$ cat src/rtl/atmega_spi_mx.sv
// atmega_spi_mx: FIFO-buffered ATmega-compatible SPI master with SPCR/SPSR/SPDR on the 8-bit IO bus.
// Define ATMEGA_SPI_MX_SS_EN to add the ss_n_o slave-select output and its hold timer.
module atmega_spi_mx #(
   parameter PLATFORM = "XILINX",
   parameter int BUS_ADDR_DATA_LEN = 8,
   parameter logic [BUS_ADDR_DATA_LEN-1:0] SPCR_ADDR = 'h20,
   parameter logic [BUS_ADDR_DATA_LEN-1:0] SPSR_ADDR = 'h21,
   parameter logic [BUS_ADDR_DATA_LEN-1:0] SPDR_ADDR = 'h22,
   parameter int FIFO_DEPTH = 4,
   parameter DINAMIC_BAUDRATE = "TRUE",
   parameter int BAUDRATE_DIVIDER = 1,
   parameter USE_TX = "TRUE",
   parameter USE_RX = "TRUE"
) (
   input  logic                         clk_i,
   input  logic                         rst_i,
   input  logic [BUS_ADDR_DATA_LEN-1:0] addr_i,
   input  logic                         wr_i,
   input  logic                         rd_i,
   input  logic [7:0]                   bus_i,
   output logic [7:0]                   bus_o,
   output logic                         int_o,
   input  logic                         int_ack_i,
   output logic                         io_connect_o,
   output logic                         io_conn_slave_o,
   output logic                         scl_o,
   output logic                         mosi_o,
`ifdef ATMEGA_SPI_MX_SS_EN
   output logic                         ss_n_o,
`endif
   input  logic                         miso_i
);

   localparam int AW = $clog2(FIFO_DEPTH);
   localparam logic [AW:0] PTR_ONE = (AW+1)'(1);
   localparam bit TX_EN = (USE_TX == "TRUE");
   localparam bit RX_EN = (USE_RX == "TRUE");

   if (PLATFORM == "") begin : g_platform_untagged
   end

   typedef enum logic [1:0] {IDLE, LOAD, SHIFT, DONE} state_t;
   state_t state, state_nx;

   logic [7:0]  spcr;
   logic        spi2x, spif, wcol, rovr;
   logic        spie, spe, dord, cpol, cpha;
   logic [7:0]  tx_mem [FIFO_DEPTH];
   logic [7:0]  rx_mem [FIFO_DEPTH];
   logic [AW:0] tx_wp, tx_rp, rx_wp, rx_rp, rx_cnt;
   logic        tx_empty, tx_full, rx_empty, rx_full;
   logic [7:0]  tx_head, rx_head, tx_sr, rx_sr;
   logic [15:0] h_sel, h_lat, div_cnt;
   logic [3:0]  edge_cnt;
   logic        scl_q, edge_tick, sample_edge, shift_edge;
   logic        sel_spcr, sel_spsr, sel_spdr, abort, done_ok;
   logic        tx_push_req, tx_push, tx_pop, rx_push, rx_pop, rx_to_empty;

   assign spie = spcr[7];
   assign spe  = spcr[6];
   assign dord = spcr[5];
   assign cpol = spcr[3];
   assign cpha = spcr[2];

   assign sel_spcr = (addr_i == SPCR_ADDR);
   assign sel_spsr = (addr_i == SPSR_ADDR);
   assign sel_spdr = (addr_i == SPDR_ADDR);
   // Clearing SPE while it is set aborts the byte in flight and flushes both FIFOs.
   assign abort    = wr_i & sel_spcr & spe & ~bus_i[6];
   assign done_ok  = (state == DONE) & ~abort;

   assign tx_empty = (tx_wp == tx_rp);
   assign tx_full  = (tx_wp[AW] != tx_rp[AW]) && (tx_wp[AW-1:0] == tx_rp[AW-1:0]);
   assign rx_empty = (rx_wp == rx_rp);
   assign rx_full  = (rx_wp[AW] != rx_rp[AW]) && (rx_wp[AW-1:0] == rx_rp[AW-1:0]);
   assign rx_cnt   = rx_wp - rx_rp;
   assign tx_head  = tx_mem[tx_rp[AW-1:0]];
   assign rx_head  = rx_mem[rx_rp[AW-1:0]];

   assign tx_pop      = (state == LOAD);
   assign tx_push_req = wr_i & sel_spdr;
   assign tx_push     = tx_push_req & (~tx_full | tx_pop);
   assign rx_push     = RX_EN & done_ok & ~rx_full;
   assign rx_pop      = rd_i & sel_spdr & ~rx_empty;
   assign rx_to_empty = rx_pop & ~rx_push & (rx_cnt == PTR_ONE);

   assign edge_tick   = (state == SHIFT) && (div_cnt == h_lat - 16'd1);
   // Edge number is edge_cnt+1: odd edges are leading, even edges trailing.
   assign sample_edge = cpha ? edge_cnt[0] : ~edge_cnt[0];
   assign shift_edge  = ~sample_edge && (edge_cnt != 4'd0) && (edge_cnt != 4'd15);

   // NOTE: every always_comb output gets a default first, so no path can infer a latch.
   always_comb begin
      h_sel = 16'(BAUDRATE_DIVIDER);
      if (DINAMIC_BAUDRATE == "TRUE") begin
         case ({spi2x, spcr[1:0]})
            3'b000:  h_sel = 16'd2;
            3'b001:  h_sel = 16'd8;
            3'b010:  h_sel = 16'd32;
            3'b011:  h_sel = 16'd64;
            3'b100:  h_sel = 16'd1;
            3'b101:  h_sel = 16'd4;
            3'b110:  h_sel = 16'd16;
            default: h_sel = 16'd32;
         endcase
      end
   end

   always_comb begin
      state_nx = state;
      unique case (state)
         IDLE:  if (spe && !tx_empty) state_nx = LOAD;
         LOAD:  state_nx = SHIFT;
         SHIFT: if (edge_tick && edge_cnt == 4'd15) state_nx = DONE;
         DONE:  state_nx = tx_empty ? IDLE : LOAD;
      endcase
      if (abort) state_nx = IDLE;
   end

   // NOTE: sequential state uses non-blocking assignments so every register samples pre-edge values.
   always_ff @(posedge clk_i) begin
      if (rst_i) begin
         state    <= IDLE;
         h_lat    <= 16'd1;
         div_cnt  <= '0;
         edge_cnt <= '0;
         scl_q    <= 1'b1;
         tx_sr    <= '0;
         rx_sr    <= '0;
      end else begin
         state <= state_nx;
         case (state)
            LOAD: begin
               h_lat    <= h_sel;
               div_cnt  <= '0;
               edge_cnt <= '0;
               scl_q    <= cpol;
               tx_sr    <= tx_head;
            end
            SHIFT: begin
               if (edge_tick) begin
                  div_cnt  <= '0;
                  edge_cnt <= edge_cnt + 4'd1;
                  scl_q    <= ~scl_q;
                  if (sample_edge) rx_sr <= dord ? {miso_i, rx_sr[7:1]} : {rx_sr[6:0], miso_i};
                  if (shift_edge)  tx_sr <= dord ? {1'b0, tx_sr[7:1]} : {tx_sr[6:0], 1'b0};
               end else begin
                  div_cnt <= div_cnt + 16'd1;
               end
            end
            default: ;
         endcase
      end
   end

   always_ff @(posedge clk_i) begin
      if (rst_i || abort) begin
         tx_wp <= '0;
         tx_rp <= '0;
         rx_wp <= '0;
         rx_rp <= '0;
      end else begin
         if (tx_push) tx_wp <= tx_wp + PTR_ONE;
         if (tx_pop)  tx_rp <= tx_rp + PTR_ONE;
         if (rx_push) rx_wp <= rx_wp + PTR_ONE;
         if (rx_pop)  rx_rp <= rx_rp + PTR_ONE;
      end
   end

   // NOTE: FIFO storage is deliberately not reset; the pointers alone define valid entries.
   always_ff @(posedge clk_i) begin
      if (tx_push) tx_mem[tx_wp[AW-1:0]] <= bus_i;
      if (rx_push) rx_mem[rx_wp[AW-1:0]] <= rx_sr;
   end

   always_ff @(posedge clk_i) begin
      if (rst_i) begin
         spcr  <= '0;
         spi2x <= 1'b0;
         spif  <= 1'b0;
         wcol  <= 1'b0;
         rovr  <= 1'b0;
      end else begin
         if (wr_i && sel_spcr) begin
            if (state == IDLE) spcr <= bus_i;
            else               spcr[7:6] <= bus_i[7:6];
         end
         if (wr_i && sel_spsr) spi2x <= bus_i[0];
         // Set wins over clear for all three sticky flags.
         if (done_ok)                         spif <= 1'b1;
         else if (int_ack_i || rx_to_empty)   spif <= 1'b0;
         if (tx_push_req && !tx_push)         wcol <= 1'b1;
         else if (rd_i && sel_spsr)           wcol <= 1'b0;
         if (RX_EN && done_ok && rx_full)     rovr <= 1'b1;
         else if (rd_i && sel_spsr)           rovr <= 1'b0;
      end
   end

   always_comb begin
      bus_o = 8'h00;
      if (rd_i) begin
         if (sel_spcr)      bus_o = spcr;
         else if (sel_spsr) bus_o = {spif, wcol, tx_full, rx_empty, rovr, 2'b00, spi2x};
         else if (sel_spdr) bus_o = rx_empty ? 8'hFF : rx_head;
      end
   end

   always_comb begin
      mosi_o = 1'b1;
      if (spe && TX_EN) begin
         if (state == LOAD)      mosi_o = dord ? tx_head[0] : tx_head[7];
         else if (state != IDLE) mosi_o = dord ? tx_sr[0] : tx_sr[7];
      end
   end

   assign scl_o           = ~spe ? 1'b1 : ((state == SHIFT) ? scl_q : cpol);
   assign int_o           = spie & spif;
   assign io_connect_o    = spe;
   assign io_conn_slave_o = ~spcr[4];

`ifdef ATMEGA_SPI_MX_SS_EN
   logic        ss_q;
   logic [15:0] ss_hold;

   // Select stays low for one half-period after the last byte of a burst completes.
   always_ff @(posedge clk_i) begin
      if (rst_i || abort) begin
         ss_q    <= 1'b1;
         ss_hold <= '0;
      end else if (state == LOAD) begin
         ss_q    <= 1'b0;
         ss_hold <= '0;
      end else if (state == DONE && tx_empty) begin
         ss_hold <= h_lat;
      end else if (state == IDLE && ss_hold != 16'd0) begin
         ss_hold <= ss_hold - 16'd1;
         if (ss_hold == 16'd1) ss_q <= 1'b1;
      end
   end

   assign ss_n_o = ss_q;
`endif

endmodule

$ cat config.mk
export PLATFORM = sky130hd
export DESIGN_NAME = atmega_spi_mx
export DESIGN_NICKNAME = d
export VERILOG_FILES = /design/src/rtl/atmega_spi_mx.sv
export SDC_FILE = /design/constraint.sdc
export NUM_CORES = 1
export LEC_CHECK = 0
export ABC_AREA = 1
export CORE_ASPECT_RATIO = 0.5
export CORE_MARGIN = 1
export CORE_UTILIZATION = 32
export CTS_CLUSTER_SIZE = 25
export DETAILED_ROUTE_END_ITERATION = 16
export GPL_ROUTABILITY_DRIVEN = 0
export PLACE_DENSITY = 0.59
export SLEW_MARGIN = 20
export SYNTH_ARGS = -nofsm -noshare
export SYNTH_HDL_FRONTEND = slang
export SYNTH_SLANG_ARGS = --single-unit
$ cat constraint.sdc
create_clock -name clk_i -period 3.8 [get_ports clk_i]
set_input_delay 0.57 -clock clk_i [delete_from_list [all_inputs] [get_ports clk_i]]
set_output_delay 0.57 -clock clk_i [all_outputs]
set_load 0.005 [all_outputs]
# == Yosys cells after proc, flatten, opt, wreduce, memory -nomap -nowiden ==
# Memories as Yosys holds them, arrays and structs flattened. A register that Yosys moved wholly into a read port is not among the register bits.
# Cells that the tools add are included.
# word_totals
register_bits,79
ramBits,64
in_bits,22
out_inout_bits,13
wordCells,147
mem_count,2
# classes
add_sub_neg,8
n_eq_ne,25
mux,42
n_bitwise,23
reduce_logical,30
# memory_table
memory,words,width,read_ports,rd_clocked_by_memory_dff,write_ports,line,text
rx_mem,4,8,1,1,1,49,logic [7:0] rx_mem [FIFO_DEPTH];
tx_mem,4,8,1,1,1,48,logic [7:0] tx_mem [FIFO_DEPTH];
# op_table
op,n
8-bit 2-to-1 mux,9
7-bit one-hot mux with 6 select lines,1
16-bit one-hot mux with 2 select lines,1
"8-bit by 6-bit equality test with 1-bit output, second input constant",3
1-bit 2-to-1 mux,19
"16-bit by 1-bit adder with 16-bit output, second input constant",1
16-bit equality test,1
16-bit 2-to-1 mux,1
8-bit one-hot mux with 2 select lines,1
"16-bit by 1-bit subtractor with 16-bit output, second input constant",1
"3-bit by 1-bit adder with 3-bit output, second input constant",4
1-bit bitwise AND,12
1-bit logical AND,12
2-bit 2-to-1 mux,6
1-bit NOT,10
2-bit nonzero test,5
"3-bit equality test, second input constant",3
"2-bit != test, second input constant",4
2-bit one-hot mux with 4 select lines,1
4-bit one-hot mux with 2 select lines,1
"3-bit by 1-bit equality test with 1-bit output, second input constant",2
3-bit equality test,2
2-bit AND reduction,3
3-bit AND reduction,2
other kinds (18),23

# == Logic depth before layout (Yosys ltp) ==
# Gate-level depths: netlist of the first run.
# depth
ltp_word,13
ltp_mapped,18

# == Worst setup path before layout of the first run ==
# OpenSTA, ideal clock, no wires.
# synth_path
path_kind,input-to-reg
startpoint,in addr_i[3]
endpoint,mem tx_mem[0][0] (enable)
setup_time_ns,0.371
t_arrival_ns,1.766
slack_ns,1.663
stages,6
n_path_buf,0
path_cell_list,or2_1 clkinv_1 nand4_2 nor2_1 nand2_1 nor2_1
# synth_via
elab_chain_cells,5
# synth_rtl
item,line,text
start: declaration,17,"input logic [BUS_ADDR_DATA_LEN-1:0] addr_i,"
8-bit by 6-bit equality test with 1-bit output,67,assign sel_spdr = (addr_i == SPDR_ADDR);
1-bit bitwise AND,81,assign tx_push_req = wr_i & sel_spdr;
1-bit bitwise AND,82,assign tx_push = tx_push_req & (~tx_full | tx_pop);
1-bit 2-to-1 mux,172,if (tx_push) tx_mem[tx_wp[AW-1:0]] <= bus_i;
1-bit 2-to-1 mux (implied by the code),172,
end: declaration,48,
# Every way passes these cells.

# == Worst setup path in the final report of the first run ==
# layout_path
startpoint,in addr_i[5]
endpoint,out bus_o[0]
# layout_via
elab_chain_cells,5
elab_cells_between_ends,7
classes_between,eq/ne: 3; mux: 4
# layout_rtl
item,line,text
8-bit by 6-bit equality test with 1-bit output,67,
8-bit 2-to-1 mux,204,else if (sel_spdr) bus_o = rx_empty ? 8'hFF : rx_head;
8-bit 2-to-1 mux,203,"else if (sel_spsr) bus_o = {spif, wcol, tx_full, rx_empty, rovr, 2'b00, spi2x};"
8-bit 2-to-1 mux *,202,if (sel_spcr) bus_o = spcr;
8-bit 2-to-1 mux *,201,if (rd_i) begin
end: declaration,21,"output logic [7:0] bus_o,"
# Mark *: on every way between the ends. The rest lies on a longest branch, timed or not.

==> metrics.cfg, run 1 <==
[status]
run_status = complete, no violations

[critical_path]
required_ps = 3230
crit_chain = clkdlybuf4s50_1, inv_1, nor2_1, nand2_1, inv_1, nand4_2, inv_1, o21ai_0, a221oi_1, clkdlybuf4s50_1
crit_arrival_ps = 2730
critical_path.max_stage_delay_ps = 560
path_buf_inv = 5
cp-start-kind = primary input
critPathMostFrequentCell = inv_1
path_class = in2out
critPathSlowestCell = clkdlybuf4s50_1
crit_fanout = 6
cp_top_family = buffers and inverters
cp-end-kind = primary output

[power]
cellLeakagePower_nw = 3.11
peakVddDrop_mv = 0.321
power_density_nw_per_um2 = 574

[die]
die_area_um2 = 22100
io_pins = 35
core_um2 = 20800
die_height_um = 106
start_util = 0.331
fp.dieW_um = 209
placementRows = 37

[timing]
rsz0062_at_grt = false
timing.hold.ws_ps = 480
setup_ws_ps = 499
setup_viol = 0
period_share = 0.869
drv_slew = 0
worstMarginPinSlew_ps = 927
relSlewSlack = 0.378
fin_tns_setup_ps = 0
fin_skew_ps = 13.8
fin_crit_ps = 3300
fmax_ghz = 0.303
hold_viol_final = 0

[clock_tree]
cts_tree = yes
clock-sinks = 138
clock-root-buffer = clkbuf_16
cts_resized = 0
clock_path_buffers = 2
cts_hold_buf = 0
clkTransAtPathRegs_ps = 60
cts_made_buffers = 17
htreeDepth = 4
post_cts.repair.setup_buffers = 0
clock_latency_ps = 420

[logic_synthesis]
ys_seq_elements = 138
synthArstFlopShare = 0
synth_edf_count = 64
synth_ff_type = dfxtp_1
synth_common_cells = nand2_1, nor2_1, inv_1
synth_warnings = 0
syn_nets = 879
yosysSeqAreaShare = 0.495
synth_area_leader_cell = edfxtp_1
yosysMostFrequentCell = nand2_1
ys_top_cells_by_area = edfxtp_1, dfxtp_1, nand2_1
ys_types = 50
syn-mean-instance-area_um2 = 8.24
synth.top_cell.area_share = 0.279
netlist_instances = 835
synthesis.area_um2 = 6880

[job]
maxCapViolCount = 0

[grt]
grt_max_degree = 26
grt_overflow = 0
grt_usage = 0.153
antenna_found_initial = 0
first_global_vias = 5227
grt_pass1_wl_mm = 26.6

[finish]
antennaDiodeCount = 0
layout-drive-gt1-share = 0.0939
syn2layout_area_growth_pct = 18.1
nNetsFinal = 915
final_core_util = 0.391

[worst_hold_path]
worstHoldPathType = reg2reg

[drt]
wire_per_inst_um = 13.9
ant_nets = 0
vias = 5484
remaining_drc_errors = 0
first_iter_violations = 305
wl_mm = 16.1
firstDrtPassIters = 4
viasPerCell = 4.74

[placed_design]
io_buffers = 34
place_hpwl_mm = 11.6
dp_slack_ps = 525

[sequential cells by signal, indices dropped and copies added, names as in the netlist, named ones only]
name      count
state         2
rovr          1
rx_rp         3
tx_wp         3
div_cnt      16
tx_rp         3
edge_cnt      4
rx_mem       32
tx_sr         8
spcr          8
h_lat         7
scl_q         1
tx_mem       32
rx_wp         3
spi2x         1
spif          1
wcol          1
rx_sr         8
[kinds of logic (layout without fill, tap and decap cells)]
family | Yosys count | in the layout | share of synthesized area
simple gates | 378 | 378 | 0.243
compound gates | 155 | 155 | 0.123
flops | 138 | 138 | 0.495
buf+inv | 120 | 169 | 0.0704
fa+ha+maj | 22 | 22 | 0.0411
xor+xnor | 22 | 22 | 0.0280
[metal layers]
| metal | GRT usage | wire length, um |
|---|---|---|
| met5 | 0 | 0 |
| met4 | 0.0383 | 97 |
| met3 | 0.0325 | 498 |
| met2 | 0.253 | 7610 |
| met1 | 0.202 | 7890 |
[worst reg2reg max path, delay by kind of cell, from the launching register on]
kind	cells	cell delay, ps
buf+inv	1	80
fa+ha+maj	2	530
simple gates	10	1490
xor+xnor	1	140
flops	1	360
[stage by stage]
stage | instances | power, mW | area, um^2
2_1_floorplan | 835 | 2.69 | 6880
3_3_place_gp | 1125 | 2.94 | 7500
3_5_place_dp | 1125 | 2.96 | 7500
4_1_cts | 1157 | 4.71 | 8130
5_1_grt | 1157 | 4.95 | 8130
6_report | 1157 | 4.66 | 8130
[final cells by class]
type                    instances  area (um^2)
multi-input cells             577         2990
repair buffers                 44          415
flip-flops and latches        138         3400
fillers                      2088        12700
clock inverters                15          199
well taps                     273          342
clock buffers                  17          425
inverters                      93          349
[power breakdown]
group / internal [mW] / switching, mW
Combinational: 0.390 / 0.769
Clock: 1.01 / 0.720
Sequential: 1.66 / 0.109
[cells in the final DEF, fill, tap and decap left out, types with 4 or more instances in the layout]
cell / synthesis / routed
a21oi_1: 63 / 63
a22oi_1: 4 / 4
buf_4: 1 / 10
clkbuf_16: 0 / 17
clkdlybuf4s50_1: 0 / 34
dfxtp_1: 74 / 74
edfxtp_1: 64 / 64
ha_1: 21 / 21
inv_1: 82 / 82
inv_2: 9 / 9
inv_8: 0 / 7
nand2_1: 175 / 175
nand2_2: 9 / 9
nand3_1: 45 / 45
nand4_1: 8 / 8
nor2_1: 109 / 109
nor2_2: 6 / 6
nor3_1: 5 / 5
o21ai_0: 59 / 59
o21ai_1: 7 / 7
o22ai_1: 7 / 7
xnor2_1: 7 / 7
xor2_1: 15 / 15
[final timing paths]
kind         cells after the start          end  slack [ps]      start
min reg2reg                      2        scl_q         480      scl_q
max reg2reg                     14  div_cnt[15]        1080   h_lat[0]
min                              2        scl_q         480      scl_q
max                             10     bus_o[0]         500  addr_i[5]
No activity file was read; power rests on OpenSTA's default activity.
==> inputs of run 2 (changes only) <==
--- a/config.mk
+++ b/config.mk
@@ -9,6 +9,7 @@
 export CORE_ASPECT_RATIO = 0.5
 export CORE_MARGIN = 1
 export CORE_UTILIZATION = 32
+export CTS_CLUSTER_DIAMETER = 60
 export CTS_CLUSTER_SIZE = 25
 export DETAILED_ROUTE_END_ITERATION = 16
 export GPL_ROUTABILITY_DRIVEN = 0
==> results of run 2 <==
The final DEF is identical to that of run 1; final timing and power are the same.
==> RTL edit, RTL diff (settings of run 2) <==
Change the parameter `FIFO_DEPTH` from 4 to 8.
--- a/src/rtl/atmega_spi_mx.sv
+++ b/src/rtl/atmega_spi_mx.sv
@@ -6,7 +6,7 @@
    parameter logic [BUS_ADDR_DATA_LEN-1:0] SPCR_ADDR = 'h20,
    parameter logic [BUS_ADDR_DATA_LEN-1:0] SPSR_ADDR = 'h21,
    parameter logic [BUS_ADDR_DATA_LEN-1:0] SPDR_ADDR = 'h22,
-   parameter int FIFO_DEPTH = 4,
+   parameter int FIFO_DEPTH = 8,
    parameter DINAMIC_BAUDRATE = "TRUE",
    parameter int BAUDRATE_DIVIDER = 1,
    parameter USE_TX = "TRUE",
Behaviour: not the same (a bounded check fails within 10 cycles, from zero or initial values and one cycle with rst_i high).
==> RTL edit against run 2 <==
- synthesized area is 37% higher
- setup slack lost 0.21 ns
- core utilization is 1.9 points lower
- cell area is 33% higher
- cell count grew 29%
- power rose by 9.8%
- sequential cell count increased by 70
- clock skew grew 0.013 ns
- wire length is 44% higher
- combinational power decreased by 27%
- count of clock-buffer cells in the layout is 3 higher
- critical path type is now flip-flop to output pin
- largest power group unchanged
- highest routed layer unchanged
==> RTL edit: results (changes against run 2) <==
Hold path
  – Hold_sp: wcol
  – Hold Path End: wcol
  – Min-delay worst type: flip-flop to flip-flop
  – Hold path depth: 2 (unchanged)

Placed design
  – Hpwl dp: 16.3 mm (+40%)
  – Buffers added on ports: 34 (unchanged)

Global routing
  – Largest net degree at the start of global routing: 41 (+58%)
  – Antenna violations before repair: 0 (unchanged)
  – Vias in the first global route: 6755 (+29%)
  – Gr usage total: 0.152 (-0.000365)
  – First-pass GRT wire length: 36.4 mm (+37%)

Critical path
  – Critical path class: flip-flop to output pin
  – R2r setup slk: 0.96 ns (-0.12 ns)
  – Slowest Stage Delay on Critical Path: 0.61 ns (+0.05 ns)
  – Worst Path Max Fanout: 24 (+18)
  – Setup crit end: bus_o[5]
  – CP max-delay cell: inv_1
  – Reg-to-Reg End: rx_sr[3]
  – Reg-to-Reg Start: h_lat[0]
  – Worst R2R Path Depth: 16 (+2)

CTS
  – Clock Tree Root: clkbuf_16
  – Inserted Clock Buffers: 15 (-2)
  – Clock Latency Late Sink: 0.49 ns (+0.07 ns)
  – Postcts setup bufs: 0 (unchanged)
  – CTS Buffer Depth: 3 (+1)
  – Post-CTS sizing: 0 (unchanged)
  – Reg clk slew, reported paths: 0.09 ns (+0.03 ns)
  – H-tree Lvls: 1 (-3)

Synth
  – Post-synth top area share: 0.406 (+0.127)
  – Part of the Yosys area used for sequential elements: 0.576 (+0.0811)
  – Commonest cells in the netlist: 203 x nand2_1, 139 x nor2_1, 128 x edfxtp_1, 111 x inv_1, 101 x o21ai_0
  – Yosys warning total: 0 (unchanged)
  – Post-synthesis xor/xnor area fraction: 0.0157 (-0.0123)
  – Synth Area in Adders: 0.0233 (-0.0178)
  – Number of enable flip-flop cells after synthesis: 128 (+100%)
  – Post-synth top flop: edfxtp_1
  – Post-synthesis mux area share: 0.00225 (+0.00225)
  – Ranking of synthesized cells by area: edfxtp_1 41%, dfxtp_1 17%, nand2_1 8.1%
  – Yosys cell types: 42 (-16%)
  – Async set or reset register ratio after synthesis: 0 (unchanged)
  – Compound-gate portion of the synthesized area: 0.123 (-0.000435)

STA
  – Max_slew headroom: 0.427 (+0.0489)
  – Fin Clk Skew: 0.0271 ns (+0.0134 ns)

Power and ir drop
  – Maximum vdd drop: 0.000208 V (-35%)
  – Lkg Pwr: 0.00398 uW (+28%)

Run
  – Max-cap violations: 0 (unchanged)

Layout
  – Filler cell count: 2888 (+38%)
  – Fraction of layout cells with a size suffix above 1: 0.0572 (-0.0367)
  – N_diodes: 0 (unchanged)
  – Nets: 1133 (+24%)

Detailed routing
  – DR iter-0 viols: 689 (+130%)
  – Total Wirelength: 23.1 mm (+44%)
  – Drt first pass iters: 5 (+1)
  – Post-DR vias/cell: 4.89 (+3.1%)

Outcome
  – Run status: complete, no violations
-- RTL edit: cell types whose count changed in the layout (fill, tap and decap cells not counted), sizes merged, moves of 7 or more --
cell and change:
a21oi +10, buf +14, o21ai +35, edfxtp +64, nand2 +22, inv +17
nand3 +10, o22ai +13, nor2 +24, xor2 -7, nor3 +10
-- RTL edit: worst max-delay path, delay by kind of cell, from the launching register on --
kind / cells / cell delay, ns
DFF: 1 / 0.40
AOI/OAI and AO/OA: 5 / 0.80
buffers and inverters: 2 / 1.17
and+or+nand+nor: 1 / 0.08
-- RTL edit: layout make-up --
cell class,instances,area [um2],share of cell area
Timing Repair Buffer,58,520,0.0482
Inverter,115,432,0.0400
Sequential cell,208,5450,0.505
Clock buffer,20,425,0.0394
Multi-Input combinational cell,696,3410,0.316
Tap cell,391,489,0.0453
Clock inverter,5,68.8,0.00638
-- RTL edit: through the flow --
stage | hold slack (ns) | setup WS (ns) | cells | cell area [um2]
after floorplan | 0.438 | 1.30 | 1057 | 9460
after global placement | 0.459 | 0.424 | 1468 | 10300
after detailed placement | 0.463 | 0.376 | 1468 | 10300
after CTS | 0.474 | 0.247 | 1493 | 10800
after global routing | 0.491 | 0.0233 | 1493 | 10800
final | 0.473 | 0.293 | 1493 | 10800
-- RTL edit: power by group --
part           switching [uW]  internal (uW)  leakage [uW]
sequential                102           2500       0.00181
combinational             583            265       0.00193
clock                     835            830      0.000242
-- RTL edit: layer usage --
layer,up-vias,routed length [um],global-route usage
li1,3633,-,-
met1,3449,10700,0.201
met2,180,10700,0.256
met3,35,1230,0.0306
met4,0,508,0.0375
met5,-,0,0
